<file path="config.mk">
export PLATFORM = sky130hd
export DESIGN_NAME = usr_cmd_shifter
export DESIGN_NICKNAME = d
export VERILOG_FILES = /design/src/rtl/usr_pkg.sv /design/src/rtl/usr_step_unit.sv /design/src/rtl/usr_cmd_shifter.sv
export SDC_FILE = /design/constraint.sdc
export NUM_CORES = 1
export LEC_CHECK = 0
export BUFFER_PORTS_ARGS = -buffer_cell sky130_fd_sc_hd__buf_2
export CAP_MARGIN = 20
export CORE_ASPECT_RATIO = 1.2
export CORE_UTILIZATION = 59
export DETAILED_ROUTE_END_ITERATION = 16
export GPL_ROUTABILITY_DRIVEN = 0
export PLACE_DENSITY = 0.85
export SETUP_SLACK_MARGIN = 0.3
export SYNTH_ARGS = -nofsm -noshare
export SYNTH_HDL_FRONTEND = slang
export SYNTH_HIERARCHICAL = 1
export SYNTH_SLANG_ARGS = --single-unit
</file>
<file path="constraint.sdc">
create_clock -name clk -period 3.85 [get_ports clk]
set_clock_uncertainty 0.05 [all_clocks]
set_input_delay 0 -clock clk [delete_from_list [all_inputs] [get_ports clk]]
set_output_delay 0 -clock clk [all_outputs]
set_load 0.02 [all_outputs]
</file>
<file path="src/rtl/usr_pkg.sv">
// Shared definitions for the command-driven universal shift register.
//  - USR_* : 3-bit command mode encodings carried on cmd_mode
//  - state_t : command FSM states
//  - is_shift_mode() : true for modes that take cmd_count steps
package usr_pkg;

  localparam logic [2:0] USR_HOLD  = 3'd0;
  localparam logic [2:0] USR_SHR   = 3'd1;
  localparam logic [2:0] USR_SHL   = 3'd2;
  localparam logic [2:0] USR_LOAD  = 3'd3;
  localparam logic [2:0] USR_ROTR  = 3'd4;
  localparam logic [2:0] USR_ROTL  = 3'd5;
  localparam logic [2:0] USR_ASR   = 3'd6;
  localparam logic [2:0] USR_CLEAR = 3'd7;

  typedef enum logic {
    IDLE = 1'b0,
    RUN  = 1'b1
  } state_t;

  function automatic logic is_shift_mode(input logic [2:0] mode);
    return (mode == USR_SHR)  || (mode == USR_SHL) || (mode == USR_ROTR) ||
           (mode == USR_ROTL) || (mode == USR_ASR);
  endfunction

endpackage

</file>
<file path="src/rtl/usr_step_unit.sv">
// Combinational single-step datapath of the shift register.
//  mode      in  3      command mode (USR_*)
//  q         in  WIDTH  current register contents
//  sin_l     in  1      serial in to LSB (SHL only)
//  sin_r     in  1      serial in to MSB (SHR only)
//  q_next    out WIDTH  contents after one step
//  sout_next out 1      bit leaving the register on this step
// Outputs are meaningful only for the shift/rotate modes; for the other modes
// q passes through and sout_next is 0 (the top never uses it then).
module usr_step_unit
  import usr_pkg::*;
#(
  parameter int WIDTH = 8
) (
  input  logic [2:0]       mode,
  input  logic [WIDTH-1:0] q,
  input  logic             sin_l,
  input  logic             sin_r,
  output logic [WIDTH-1:0] q_next,
  output logic             sout_next
);

  // NOTE: every output gets a default before the case so no path leaves it
  // unassigned, which would otherwise infer a latch.
  always_comb begin
    q_next    = q;
    sout_next = 1'b0;
    case (mode)
      USR_SHR: begin
        q_next    = {sin_r, q[WIDTH-1:1]};
        sout_next = q[0];
      end
      USR_SHL: begin
        q_next    = {q[WIDTH-2:0], sin_l};
        sout_next = q[WIDTH-1];
      end
      USR_ROTR: begin
        q_next    = {q[0], q[WIDTH-1:1]};
        sout_next = q[0];
      end
      USR_ROTL: begin
        q_next    = {q[WIDTH-2:0], q[WIDTH-1]};
        sout_next = q[WIDTH-1];
      end
      USR_ASR: begin
        q_next    = {q[WIDTH-1], q[WIDTH-1:1]};
        sout_next = q[0];
      end
      default: ;
    endcase
  end

endmodule

</file>
<file path="src/rtl/usr_cmd_shifter.sv">
// Universal shift register driven by a valid/ready command handshake.
//  clk        in  1      clock, rising edge
//  rst        in  1      asynchronous reset, active low
//  cmd_valid  in  1      command present
//  cmd_ready  out 1      block idle, command will be accepted
//  cmd_mode   in  3      USR_* mode
//  cmd_count  in  CNT_W  number of steps (shift/rotate modes)
//  load_data  in  WIDTH  parallel data for LOAD, captured on acceptance
//  en         in  1      step enable; 0 stalls a running shift command
//  sin_r      in  1      serial in to MSB on SHR
//  sin_l      in  1      serial in to LSB on SHL
//  q          out WIDTH  register contents
//  sout       out 1      last bit shifted/rotated out
//  busy       out 1      command in progress
//  done       out 1      one-cycle completion pulse
// A command is captured in IDLE and executed in RUN. Non-shift commands and
// zero-count shifts spend exactly one cycle in RUN; shift commands spend one
// enabled cycle per step. Completion writes done, so done is high in the
// first IDLE cycle and a new command may be accepted in that same cycle.
module usr_cmd_shifter
  import usr_pkg::*;
#(
  parameter int WIDTH = 8,
  parameter int CNT_W = 4
) (
  input  logic             clk,
  input  logic             rst,
  input  logic             cmd_valid,
  output logic             cmd_ready,
  input  logic [2:0]       cmd_mode,
  input  logic [CNT_W-1:0] cmd_count,
  input  logic [WIDTH-1:0] load_data,
  input  logic             en,
  input  logic             sin_r,
  input  logic             sin_l,
  output logic [WIDTH-1:0] q,
  output logic             sout,
  output logic             busy,
  output logic             done
);

  state_t           state, state_next;
  logic [2:0]       mode_r, mode_next;
  logic [CNT_W-1:0] remaining, remaining_next;
  logic [WIDTH-1:0] load_r, load_next;
  logic [WIDTH-1:0] q_next, q_step;
  logic             sout_next, sout_step;
  logic             done_next;
  logic             single_cycle;

  usr_step_unit #(.WIDTH(WIDTH)) u_step (
    .mode      (mode_r),
    .q         (q),
    .sin_l     (sin_l),
    .sin_r     (sin_r),
    .q_next    (q_step),
    .sout_next (sout_step)
  );

  // A shift command only reaches RUN with remaining==0 when cmd_count was 0;
  // a running shift leaves RUN on the step that takes remaining from 1 to 0.
  assign single_cycle = !is_shift_mode(mode_r) || (remaining == '0);

  always_comb begin
    state_next     = state;
    mode_next      = mode_r;
    remaining_next = remaining;
    load_next      = load_r;
    q_next         = q;
    sout_next      = sout;
    done_next      = 1'b0;
    case (state)
      IDLE: begin
        if (cmd_valid) begin
          state_next     = RUN;
          mode_next      = cmd_mode;
          remaining_next = cmd_count;
          load_next      = load_data;
        end
      end
      RUN: begin
        if (single_cycle) begin
          if (mode_r == USR_LOAD)  q_next = load_r;
          if (mode_r == USR_CLEAR) q_next = '0;
          done_next  = 1'b1;
          state_next = IDLE;
        end else if (en) begin
          q_next         = q_step;
          sout_next      = sout_step;
          remaining_next = remaining - CNT_W'(1);
          if (remaining == CNT_W'(1)) begin
            done_next  = 1'b1;
            state_next = IDLE;
          end
        end
      end
      default: state_next = IDLE;
    endcase
  end

  // NOTE: state is updated only with non-blocking assignments so every
  // register samples the pre-edge values computed above.
  always_ff @(posedge clk or negedge rst) begin
    if (!rst) begin
      state     <= IDLE;
      mode_r    <= USR_HOLD;
      remaining <= '0;
      load_r    <= '0;
      q         <= '0;
      sout      <= 1'b0;
      done      <= 1'b0;
    end else begin
      state     <= state_next;
      mode_r    <= mode_next;
      remaining <= remaining_next;
      load_r    <= load_next;
      q         <= q_next;
      sout      <= sout_next;
      done      <= done_next;
    end
  end

  assign cmd_ready = (state == IDLE);
  assign busy      = (state == RUN);

endmodule

</file>
==> results.md, run 1 <==
* Worst Path Arrival at between 2 and 3 ns
* Final Routed Wirelength at roughly 3.8 mm
* Top FF cell, synth: dfrtp_1
* Initial Utilization at 0.636
* Setup violations, final at 0
* Leakage at roughly 0.85 nW
* Post-CTS setup buffers at 0
* Max VDD drop at approximately 500 µV
* Max Slew Vio Count at 0
* Req. time, crit path at 4.01 ns
* ANT cells at 0
* Cell taking the most area after synthesis: dfrtp_1
* Area growth syn-to-layout at 17.9%
* Sequential-to-total area share from yosys stat at 0.393
* PnR worst setup slack at between 1 and 1.5 ns
* Layout cells sized above 1 at 0.262
* Chip width at slightly above 50 µm
* Detailed placement HPWL at between 2 and 2.5 mm
* Yosys reg bits at 26
* Detailed-router iteration count before antenna repair at 4
* RSZ-0062 raised after global routing: no
* PortBufs at 32
* Critical-path maximum fanout at 31
* Overflow after GRT at 0
* Hold WC Path Type: in2reg
* TritonCTS Buffers at 3
* CTS Hold Buffers Added at 14
* Initial antenna violation count at 0
* Power Density at around 850 nW/µm²
* Max Root-Sink Buffers at 2
* Synth top area share at 0.393
* H-tree depth at 1
* Synth top area cells: dfrtp_1 39%, o221a_2 9.5%, o21ai_0 7.3%
* Post-route ant nets at 0
* Crit share post-route at 0.695
* Post_cts resized at 0
* DRC viols at 0
* All-Layer GR Usage at 0.279
* IO Count at 33
* CP max stage delay at 0.97 ns
* Library cells used by synthesis at 34
* Yosys warning count at 6
* Die height at about 60 µm
* Clk sinks at 26
* Worst-Margin Slew at 0.921 ns
* WL/cell at about 15 µm
* # nets final at 245
* Mapped cell area at about 1700 µm²
* Worst rel slew slack at 0.386
* Mapped Nets at a little over 200
* Vias per inst at 5.92
* Drt first-iter violations at 58
* Largest net degree at the start of global routing at 35
* Critical Path Start Type: flop
* CTS root buffer: clkbuf_4
* Reg clk slew, reported paths at roughly 0.13 ns
* Max Clk Rate at between 300 and 400 MHz
* Pwr Total at 0.00166 W
* Hold Fails Final Rpt at 0
* Fin Setup TNS at 0 ns
* Crit Path Class: reg2reg
* Core ar. at 2600 µm²
* Pre-CTS setup slack at roughly 1.3 ns
* Post-synth ARST share at 1.00
* Status: complete, no violations
* Slowest CP cell: dfrtp_1
* Synth Instances at 182
* Row cnt at 20
* Post-layout min period at approximately 2.7 ns
* First-pass GRT wire length at approximately 6.4 mm
* Crit path capture type: flop
* Avg Cell Area, Syn at ~9 µm²
* Die ar. at just over 3000 µm²
* Number of global-route vias before repair at around 1400
* Worst path cell trace: nor3_1 > or4b_1 > nand2_1 > mux2_2
* Via count at around 1500
* Clk_lat worst skew at between 0.3 and 0.4 ns
* Design Area, Final at around 2000 µm²
* Dpl cell area at 1760 µm²
* Max-cap viol count at 0
* EDFF count, synth at 0
* CTS tree: done
flip-flops by register name, indices dropped and copies added, names as in the netlist:
signal,flops
busy,1
done,1
load_r,8
mode_r,3
q,8
remaining,4
sout,1
metrics by stage:
stage | instances | utilization | hold WS (ns)
after floorplan | 182 | - | -0.346
after global placement | 234 | 0.675 | -0.0344
after detailed placement | 234 | 0.675 | -0.0232
after CTS | 252 | 0.743 | 0.000985
after global routing | 254 | 0.750 | 0.0132
final | 254 | 0.750 | 0.0127
kinds of logic (layout without fill, tap and decap cells):
group / count (synthesis) / after routing / share of synthesized area
AO/OA/AOI/OAI: 60 / 60 / 0.252
XOR/XNOR: 1 / 1 / 0.00530
adder cells (fa/ha/maj): 2 / 2 / 0.0151
buffers and inverters: 25 / 64 / 0.0893
flip-flops: 26 / 26 / 0.393
multiplexers: 11 / 11 / 0.0681
AND/OR/NAND/NOR: 57 / 57 / 0.177
where the power goes:
group / total [W] / leakage [nW] / switching [W] / internal, W
Sequential: 0.000614 / 0.306 / 0.000208 / 0.000406
Clock: 0.000134 / 0.0210 / 0.0000766 / 0.0000577
Combinational: 0.000913 / 0.522 / 0.000492 / 0.000422
Total: 0.00166 / 0.849 / 0.000777 / 0.000886
synth_stat cells, types with 3 or more instances:
| master | n |
|---|---|
| nand2_1 | 22 |
| inv_1 | 11 |
| o221a_2 | 14 |
| clkbuf_1 | 3 |
| mux2i_1 | 9 |
| nor2b_1 | 10 |
| buf_2 | 4 |
| a211oi_1 | 3 |
| nor3_1 | 7 |
| dfrtp_1 | 26 |
| nor2_1 | 6 |
| o21ai_0 | 24 |
| buf_6 | 6 |
| a21oi_1 | 10 |
layout by cell type, fill, tap and decap left out:
cell	Yosys	layout
a222oi_1	1	1
a31oi_1	1	1
nor3b_1	1	1
a211oi_1	3	3
dfrtp_1	26	26
buf_4	1	2
nor4_1	2	2
mux2_2	2	2
o31ai_1	1	1
nand2b_1	2	2
mux2i_1	9	9
nor2_2	1	1
o21ai_0	24	24
a2111oi_0	1	1
nand3_1	1	1
nand2_1	22	22
inv_1	11	11
xnor2_1	1	1
dlygate4sd3_1	0	15
clkbuf_4	0	3
and2_1	1	1
o21ai_1	1	1
nor2b_1	10	10
clkbuf_8	0	1
nor3_1	7	7
ha_1	2	2
buf_2	4	32
nor2_1	6	6
o21ai_2	1	1
o221a_2	14	14
nor3_2	2	2
or4b_1	2	2
a21oi_1	10	10
a22oi_1	1	1
o22ai_1	2	2
area by class of cell:
class                           instances  area [µm²]
Inverter                               11        41.3
Tap cell                               33        41.3
Fill cell                             195         652
Sequential cell                        26         651
Timing Repair Buffer                   49         325
Clock buffer                            4        36.3
Multi-Input combinational cell        131         856
worst paths after layout:
| check | to | depth (start not counted) | slack [ns] | from |
|---|---|---|---|---|
| hold reg to reg | sout | 1 | 0.47 | sout |
| max in group asynchronous | remaining[3] | 2 | 3.24 | rst |
| min in group asynchronous | load_r[3] | 2 | 0.14 | rst |
| hold / removal | remaining[3] | 4 | 0.01 | cmd_count[3] |
| setup reg to reg | remaining[3] | 4 | 1.18 | mode_r[0] |
| setup / recovery | remaining[3] | 4 | 1.18 | mode_r[0] |
layer usage:
| metal | global-route usage | part of all wire | vias to the layer above |
|---|---|---|---|
| li1 | - | - | 734 |
| met1 | 0.389 | 0.46 | 713 |
| met2 | 0.457 | 0.49 | 53 |
| met3 | 0.0204 | 0.038 | 4 |
| met4 | 0.107 | 0.012 | 0 |
| met5 | 0 | 0 | - |
critical path: cells and delay by family, from the launching register on:
| family | cells | cell delay (ns) |
|---|---|---|
| flip-flops | 1 | 0.97 |
| AND/OR/NAND/NOR | 3 | 1.21 |
| multiplexers | 1 | 0.35 |
Power figures use the tool's default switching activity.
==> run 2: changes to the inputs <==
- ABC_AREA: not set -> 1
- CORE_UTILIZATION: 59 -> 51
- PLACE_DENSITY: 0.85 -> 0.76
- clock period: 3.85 -> 2.4 ns (I/O delays scaled with it)
==> results.md, run 2 <==
* Top FF cell, synth: dfrtp_1
* Area growth syn-to-layout at 19.0%
* Largest regs: load_r: 8 flops, q: 8 flops, remaining: 4 flops
* Number of global-route vias before repair at approximately 1800
* Max Clk Rate at approximately 550 MHz
* Largest net degree at the start of global routing at 27
* Layout cells sized above 1 at 0.224
* Worst-Margin Slew at around 0.58 ns
* Post-layout min period at about 1.8 ns
* RSZ-0062 raised after global routing: no
* Psw at approximately 0.0016 W
* Cell taking the most area after synthesis: dfrtp_1
* Synth top area share at 0.332
* Detailed placement HPWL at around 3.2 mm
* Cell Count, Final, Fillers Out at around 370
* Die height at roughly 70 µm
* Overflow after GRT at 0
* WL/cell at 12.6 µm
* Mapped Nets at between 200 and 300
* ANT cells at 0
* Pwr Total at a little over 0.003 W
* Largest family of logic cells by synthesized area: simple AND/OR/NAND/NOR gates
* Vias per inst at between 5 and 6
* XOR/XNOR share of the synthesized area at 0
* Worst Path Arrival at roughly 2 ns
* Setup violations, final at 0
* Commonest non-fill, non-tap cell in the layout: nand2_1
* First-pass GRT wire length at ~8 mm
* Max Slew Vio Count at 0
* Design Area, Final at roughly 2300 µm²
* Synth Area in Simple Gates at 0.468
* Hold Fails Final Rpt at 0
* Comb pwr share at 0.603
* Mapped cell area at between 1500 and 2000 µm²
* Fin Setup TNS at 0 ns
* Die ar. at around 4100 µm²
* Yosys warning count at 6
* TritonCTS Buffers at 3
* Post-route ant nets at 0
* Crit share post-route at 0.751
* Dpl cell area at around 2100 µm²
* Critical Path Start Type: flop
* Synth Instances at approximately 270
* Reg power frac at 0.305
* Post-synthesis adder-cell area fraction at 0.0128
* Leakage at around 1.3 nW
* Library cells used by synthesis at 27
* All-Layer GR Usage at 0.245
* Max Root-Sink Buffers at 2
* Cell with the most instances after synthesis: nand2_1
* Net Sw Frac at 0.527
* Internal Power at between 0.001 and 0.0015 W
* IO Count at 33
* Crit Path Class: reg2reg
* Post-synth ARST share at 1.00
* Worst Hold Slack at 0.0529 ns
* Initial Utilization at 0.535
* Hold WC Path Type: in2reg
* Initial antenna violation count at 0
* PortBufs at 32
* Commonest non-fill, non-tap cells in the layout: 94 x nand2_1, 43 x nand3_1, 32 x buf_2, 29 x nand4_1, 25 x dfrtp_1
* Max-cap viol count at 0
* Status: complete, no violations
* Inst Count DP at around 340
* Via count at ~2000
* Yosys reg bits at 26
* Synth top area cells: dfrtp_1 33%, nand2_1 18%, nand3_1 11%
* Final Routed Wirelength at around 4.6 mm
* Avg Cell Area, Syn at 7.34 µm²
* DRC viols at 0
* Post-CTS setup buffers at 0
* Detailed-router iteration count before antenna repair at 4
* Reg clk slew, reported paths at roughly 0.09 ns
* Sequential-to-total area share from yosys stat at 0.332
* Req. time, crit path at between 2 and 3 ns
* CTS tree: done
* Row cnt at 24
* # nets final at between 300 and 400
* Clk sinks at 26
* Core ar. at 3660 µm²
* Mux share of post-synthesis cell area at 0.0613
* Clk_lat worst skew at 0.27 ns
* Commonest cells in the netlist: 94 x nand2_1, 43 x nand3_1, 29 x nand4_1
* EDFF count, synth at 0
* Crit path capture type: flop
* Synth Area in Compound Gates at 0.0268
* Power Density at ~1300 nW/µm²
* CTS root buffer: clkbuf_8
* Critical-path maximum fanout at 17
* Worst rel slew slack at 0.615
* Chip width at about 59 µm
* Clock share of power at 0.092
* Max VDD drop at ~640 µV
* Drt first-iter violations at between 200 and 250
* H-tree depth at 1
## run 2: logic make-up after synthesis
family / Yosys count
multiplexers: 10
AND/OR/NAND/NOR: 190
buffers and inverters: 32
adder cells (fa/ha/maj): 2
flip-flops: 26
AO/OA/AOI/OAI: 7
## run 2: layout make-up
class,count,area (µm²)
fillers,347,1330
multi-input cells,209,1120
flip-flops and latches,26,652
repair buffers,53,360
inverters,21,83.8
well taps,52,65.1
clock buffers,4,55.1
## run 2: critical path, cell delays in order (launching register included)
cell	delay [ns]
dfrtp_2	0.55
inv_6	0.14
nand3_2	0.23
inv_1	0.26
nand2_1	0.09
nand3_1	0.10
nand4_1	0.12
nand2_1	0.09
nand2_1	0.06
nand2_1	0.06
## run 2: power groups by stage
stage	Sequential [W]	Clock, W	Combinational (W)
4_1_cts	0.000939	0.000286	0.00186
2_1_floorplan	0.000918	0	0.00152
3_3_place_gp	0.000946	0	0.00180
3_5_place_dp	0.000949	0	0.00183
6_report	0.000949	0.000285	0.00188
5_1_grt	0.000983	0.000302	0.00213
## run 2: what timing repair did
item	CTS	global route
hold endpoints to repair	42	0
endpoints found under the setup margin	0	1
resized for setup	0	1
hold buffers	17	0
## run 2: worst paths after layout
path	from	end	slack, ns	cells past startpoint
hold reg to reg	load_r[0]	load_r[0]	0.46	1
min in group asynchronous	rst	remaining[3]	0.20	2
setup reg to reg	mode_r[2]	q[0]	0.60	9
hold / removal	cmd_valid	busy	0.05	3
max in group asynchronous	rst	mode_r[2]	1.68	2
setup / recovery	mode_r[2]	q[0]	0.60	9
## run 2: metrics by stage
stage	setup WS, ns	util
after global routing	0.405	0.637
final	0.597	0.637
after detailed placement	0.542	0.575
after floorplan	0.955	-
after CTS	0.509	0.636
after global placement	0.574	0.575
## run 2: layer usage
| layer | GRT usage | share of wire | vias up |
|---|---|---|---|
| met4 | 0.0635 | 0.0054 | 0 |
| li1 | - | - | 993 |
| met3 | 0.0222 | 0.044 | 2 |
| met2 | 0.420 | 0.50 | 77 |
| met5 | 0 | 0 | - |
| met1 | 0.327 | 0.45 | 916 |
